[config.mk]
export PLATFORM = sky130hd
export DESIGN_NAME = bank_scheduler
export DESIGN_NICKNAME = d
export VERILOG_FILES = /design/src/rtl/bank_scheduler.sv
export SDC_FILE = /design/constraint.sdc
export NUM_CORES = 1
export LEC_CHECK = 0
export CAP_MARGIN = 25
export CORE_MARGIN = 2
export CORE_UTILIZATION = 52
export CTS_CLUSTER_DIAMETER = 100
export CTS_CLUSTER_SIZE = 8
export DETAILED_ROUTE_END_ITERATION = 7
export GPL_ROUTABILITY_DRIVEN = 0
export PLACE_DENSITY = 0.79
export SLEW_MARGIN = 30
export SYNTH_ARGS = -nofsm -noshare
export SYNTH_HDL_FRONTEND = slang
export SYNTH_SLANG_ARGS = --single-unit
[constraint.sdc]
create_clock -name clock -period 3.43 [get_ports clock]
set_input_delay 0.343 -clock clock [delete_from_list [all_inputs] [get_ports clock]]
set_output_delay 0.343 -clock clock [all_outputs]
set_load 0.1 [all_outputs]
[src/rtl/bank_scheduler.sv]
`default_nettype none
// ============================================================================
// Module      : bank_scheduler
// Description : Ping-pong frame bank scheduler. Two frame banks alternate
//               between an input engine (fills a frame) and an output mapper
//               (drains it). Frames drain in fill order. Each bank keeps the
//               minimum nonzero CDF of its frame; on an output grant the
//               bank's cdf_min and divisor (PIXELS - cdf_min) are presented.
// Ports       : clock, reset_n      - clock, async active-low reset
//               start               - level enable for new grants
//               in_req/in_grant/in_bank/in_done   - input engine handshake
//               cdf_valid/cdf_min   - cdf_min capture for the filling bank
//               out_req/out_grant/out_bank/out_done - output mapper handshake
//               cdf_min_out/divisor - parameters of the bank being drained
//               bank_full           - bit i set while bank i is FULL
//               frame_count         - drained frames (wraps)
//               err                 - sticky protocol error
// Revision    : 1.0 - initial release
// ============================================================================
module bank_scheduler #(
    parameter int PIXELS = 307200,
    parameter int CW     = 20
) (
    input  logic          clock,
    input  logic          reset_n,
    input  logic          start,
    input  logic          in_req,
    output logic          in_grant,
    output logic          in_bank,
    input  logic          in_done,
    input  logic          cdf_valid,
    input  logic [CW-1:0] cdf_min,
    input  logic          out_req,
    output logic          out_grant,
    output logic          out_bank,
    input  logic          out_done,
    output logic [CW-1:0] cdf_min_out,
    output logic [CW-1:0] divisor,
    output logic [1:0]    bank_full,
    output logic [15:0]   frame_count,
    output logic          err
);

    localparam logic [1:0]    c_st_empty    = 2'd0;
    localparam logic [1:0]    c_st_filling  = 2'd1;
    localparam logic [1:0]    c_st_full     = 2'd2;
    localparam logic [1:0]    c_st_draining = 2'd3;
    localparam logic [CW-1:0] c_pixels      = CW'(PIXELS);

    logic [1:0]    r_state [0:1];
    logic [CW-1:0] r_cdf   [0:1];
    logic          r_fill_ptr;
    logic          r_drain_ptr;
    logic          r_cdf_seen;
    logic          r_in_grant;
    logic          r_in_bank;
    logic          r_out_grant;
    logic          r_out_bank;
    logic [CW-1:0] r_cdf_min_out;
    logic [CW-1:0] r_divisor;
    logic [1:0]    r_bank_full;
    logic [15:0]   r_frame_count;
    logic          r_err;

    logic          w_in_issue;
    logic          w_out_issue;
    logic          w_in_finish;
    logic          w_out_finish;
    logic [CW-1:0] w_cdf_sel;
    logic          w_cdf_over;
    logic [CW-1:0] w_div;
    logic          w_proto_err;
    logic [1:0]    w_state_nxt [0:1];
    logic [1:0]    w_bank_full;

    // Grant decisions look only at registered bank state, so a bank released
    // by out_done this cycle is not visible as EMPTY until the next cycle.
    assign w_in_issue   = start & in_req & ~r_in_grant
                        & (r_state[r_fill_ptr] == c_st_empty);
    assign w_out_issue  = start & out_req & ~r_out_grant
                        & (r_state[r_drain_ptr] == c_st_full);
    assign w_in_finish  = in_done & r_in_grant;
    assign w_out_finish = out_done & r_out_grant;

    assign w_cdf_sel  = r_cdf[r_drain_ptr];
    assign w_cdf_over = (w_cdf_sel > c_pixels);
    assign w_div      = w_cdf_over ? '0 : (c_pixels - w_cdf_sel);

    // A frame finishing with neither an earlier nor a coincident cdf_valid
    // counts as a missing cdf_min.
    assign w_proto_err = (in_done & ~r_in_grant)
                       | (out_done & ~r_out_grant)
                       | (cdf_valid & ~r_in_grant)
                       | (w_in_finish & ~cdf_valid & ~r_cdf_seen)
                       | (w_out_issue & w_cdf_over);

    // The four events always target distinct banks (a bank is in exactly one
    // state), so the per-bank updates never conflict.
    always_comb begin
        for (int i = 0; i < 2; i++) begin
            w_state_nxt[i] = r_state[i];
            if (w_in_issue && (r_fill_ptr == i[0]))
                w_state_nxt[i] = c_st_filling;
            if (w_in_finish && (r_in_bank == i[0]))
                w_state_nxt[i] = c_st_full;
            if (w_out_issue && (r_drain_ptr == i[0]))
                w_state_nxt[i] = c_st_draining;
            if (w_out_finish && (r_out_bank == i[0]))
                w_state_nxt[i] = c_st_empty;
            w_bank_full[i] = (w_state_nxt[i] == c_st_full);
        end
    end

    always_ff @(posedge clock or negedge reset_n) begin
        if (!reset_n) begin
            r_state[0]    <= c_st_empty;
            r_state[1]    <= c_st_empty;
            r_cdf[0]      <= '0;
            r_cdf[1]      <= '0;
            r_cdf_seen    <= 1'b0;
            r_fill_ptr    <= 1'b0;
            r_drain_ptr   <= 1'b0;
            r_in_grant    <= 1'b0;
            r_in_bank     <= 1'b0;
            r_out_grant   <= 1'b0;
            r_out_bank    <= 1'b0;
            r_cdf_min_out <= '0;
            r_divisor     <= '0;
            r_bank_full   <= 2'b00;
            r_frame_count <= 16'd0;
            r_err         <= 1'b0;
        end else begin
            r_state[0]  <= w_state_nxt[0];
            r_state[1]  <= w_state_nxt[1];
            // Registered from the next state so bank_full tracks the bank
            // state registers cycle for cycle.
            r_bank_full <= w_bank_full;
            r_err       <= r_err | w_proto_err;

            if (w_in_issue) begin
                r_in_grant <= 1'b1;
                r_in_bank  <= r_fill_ptr;
                r_fill_ptr <= ~r_fill_ptr;
                r_cdf_seen <= 1'b0;
            end else if (w_in_finish) begin
                r_in_grant <= 1'b0;
            end

            // Last cdf_valid wins, including one coincident with in_done.
            if (r_in_grant && cdf_valid) begin
                r_cdf[r_in_bank] <= cdf_min;
                r_cdf_seen       <= 1'b1;
            end else if (w_in_finish && !r_cdf_seen) begin
                r_cdf[r_in_bank] <= '0;
            end

            if (w_out_issue) begin
                r_out_grant   <= 1'b1;
                r_out_bank    <= r_drain_ptr;
                r_drain_ptr   <= ~r_drain_ptr;
                r_cdf_min_out <= w_cdf_sel;
                r_divisor     <= w_div;
            end else if (w_out_finish) begin
                r_out_grant   <= 1'b0;
                r_frame_count <= r_frame_count + 16'd1;
            end
        end
    end

    assign in_grant    = r_in_grant;
    assign in_bank     = r_in_bank;
    assign out_grant   = r_out_grant;
    assign out_bank    = r_out_bank;
    assign cdf_min_out = r_cdf_min_out;
    assign divisor     = r_divisor;
    assign bank_full   = r_bank_full;
    assign frame_count = r_frame_count;
    assign err         = r_err;

endmodule
`default_nettype wire

==> metrics.md <==
| Metric | Value |
|---|---|
| Chip width | `102 um` |
| Final setup margin | `665 ps` |
| # hold bufs at CTS | `1` |
| I/O Buffers | `90` |
| Worst-path clk slew | `100 ps` |
| Final setup viols | `0` |
| Initial antenna violation count | `0` |
| Global-route wire length before repair | `18200 um` |
| FILL cells | `723` |
| Routed wire length | `11200 um` |
| CP max-delay cell | `dfrtp_1` |
| Post_cts resized | `0` |
| Slew HR | `0.323` |
| Worst-Margin Slew | `1010 ps` |
| Slew Viols, Final | `0` |
| Worst-skew pair later-pin latency | `360 ps` |
| N_diodes | `0` |
| Status | `complete, no violations` |
| Placed cell area | `5960 um2` |
| Gr usage total | `0.223` |
| Initial core utilization | `0.536` |
| Worst endpoint data arrival time | `3030 ps` |
| CP Class | `reg2reg` |
| H-Tree Depth | `3` |
| Die Y | `102 um` |
| Worst-path cell chain | `buf_4 -> mux2_4 -> a211o_1 -> or4_4 -> a21o_4 -> o31ai_1` |
| Syn_nets | `473` |
| Final ANT Viol Nets | `0` |
| Main synth FF type | `dfrtp_1` |
| Unrepaired setup endpoints after global routing | `no` |
| Post-synth EDFFs | `0` |
| Crit. End Element | `flop` |
| FF+latch count, synth | `110` |
| # DRC | `0` |
| Crit path largest cell delay | `570 ps` |
| I/O pin cnt | `91` |
| Via Count | `3847` |
| Post-detail-place hpwl | `8310 um` |
| Clock skew | `13.2 ps` |
| Vias in the first global route | `3536` |
| Cell area after layout | `6180 um2` |
| Register area share after synthesis | `0.553` |
| Share of cells above drive strength 1 | `0.0810` |
| Clock Path Buffers | `2` |
| Minimum clock period | `2760 ps` |
| Synthesized cell area | `4980 um2` |
| Clk sinks | `110` |
| Post-Synthesis Cells | `443` |
| Setup Buffers After CTS | `0` |
| Overflow after GRT | `0` |
| Via/cell ratio | `5.83` |
| Placed insts | `643` |
| Layout Cells excl Fill | `660` |
| CTS Buf Count | `9` |
| Count leader, synth | `dfrtp_1` |
| TritonCTS clock tree | `yes` |
| DR WL/cell | `17.0 um` |
| Site Rows | `35` |
| Synth cell count leaders | `dfrtp_1 (110), nand2_1 (52), a22o_1 (41), o21ai_0 (26), xnor2_1 (20)` |
| Cell taking the most area after synthesis | `dfrtp_1` |
| CP required | `3700 ps` |
| Unique masters post-synth | `52` |
| TritonRoute pass-1 iters | `5` |
| Core box area | `9280 um2` |
| Syn Area/Cell | `11.2 um2` |
| Pin count of the biggest net entering global routing | `63` |
| Final hold viol count | `0` |
| FFs w/ async S/R, synth | `1.00` |
| CTS Root Cell | `clkbuf_8` |
| DR iter-0 viols | `191` |
| Nets | `556` |
| Tcrit/Tclk final | `0.806` |
| Yosys warns | `0` |
| Max frequency | `362 MHz` |
| Worst setup SP type | `flop` |
| Post-synth top area share | `0.553` |
| Hold Crit Class | `reg2reg` |
| Area Overhead vs Synth | `24.1%` |
| Final TNS setup | `0 ps` |
| Multi-input logic area | `2080 um2` |
| Pre-CTS WS | `666 ps` |
| Area contributors post-synth | `dfrtp_1 (55%), a22o_1 (7.2%), nand2_1 (3.9%)` |
| Max cap viols | `0` |
| Die ar. | `10400 um2` |
| Crit-path max FO | `27` |
| FF+latch area | `2750 um2` |
-- cells by family after synthesis --
family / share of synthesized area
compound gates: 0.183
xor+xnor: 0.0458
fa+ha+maj: 0.00503
buf+inv: 0.0297
flops: 0.553
mux: 0.0485
simple gates: 0.135
-- registers in the layout (all words and copies together) (netlist names) --
register	flops
r_cdf	40
divisor	20
in_grant	1
r_state	4
out_bank	1
in_bank	1
r_cdf_seen	1
r_drain_ptr	1
err	1
bank_full	2
r_fill_ptr	1
frame_count	16
out_grant	1
cdf_min_out	20
-- layout make-up --
class | count | area share
Multi-Input combinational cell | 303 | 0.336
Clock inverter | 6 | 0.0128
Timing Repair Buffer | 96 | 0.155
Clock buffer | 10 | 0.0207
Inverter | 6 | 0.00365
Sequential cell | 110 | 0.446
Tap cell | 129 | 0.0261
-- worst max-delay path: cells and delay by family (launching register included) --
family / cells / cell delay (ps)
AOI/OAI and AO/OA: 3 / 860
and+or+nand+nor: 1 / 540
muxes: 1 / 330
DFF: 1 / 570
buffers and inverters: 1 / 370
-- placed cells by master (no fill, tap or decap), types with 10 or more instances in the layout --
cell type          n
xnor2_1           20
mux2i_1           17
nand3_1           10
nor3_1            10
o21ai_0           26
nor2_1            12
clkdlybuf4s50_1   89
dfrtp_1          110
nand2_1           52
a22o_1            41
-- metal layers --
metal	track usage	routed length, um	vias to the layer above
li1	-	-	1787
met1	0.351	5400	1884
met5	0	0	-
met2	0.326	4980	158
met4	0.0708	200	0
met3	0.0253	652	18
-- metrics by stage --
stage                     hold WS [ps]  utilization
after floorplan                   47.4            -
after global placement             395        0.642
after detailed placement           396        0.642
after CTS                          485        0.665
after global routing               518        0.665
final                              483        0.665
-- final timing paths --
path	startpoint	endpoint	slack, ps	cells past startpoint
max in group asynchronous	reset_n	r_cdf[9]	2170	3
hold / removal	frame_count[15]	frame_count[15]	480	1
setup / recovery	r_drain_ptr	divisor[16]	670	6
hold reg to reg	frame_count[15]	frame_count[15]	480	1
setup reg to reg	r_drain_ptr	divisor[16]	670	6
min in group asynchronous	reset_n	frame_count[9]	520	2
Power is not shown: default switching activity piles up to over one toggle a cycle in this logic, so the estimate is an artifact.
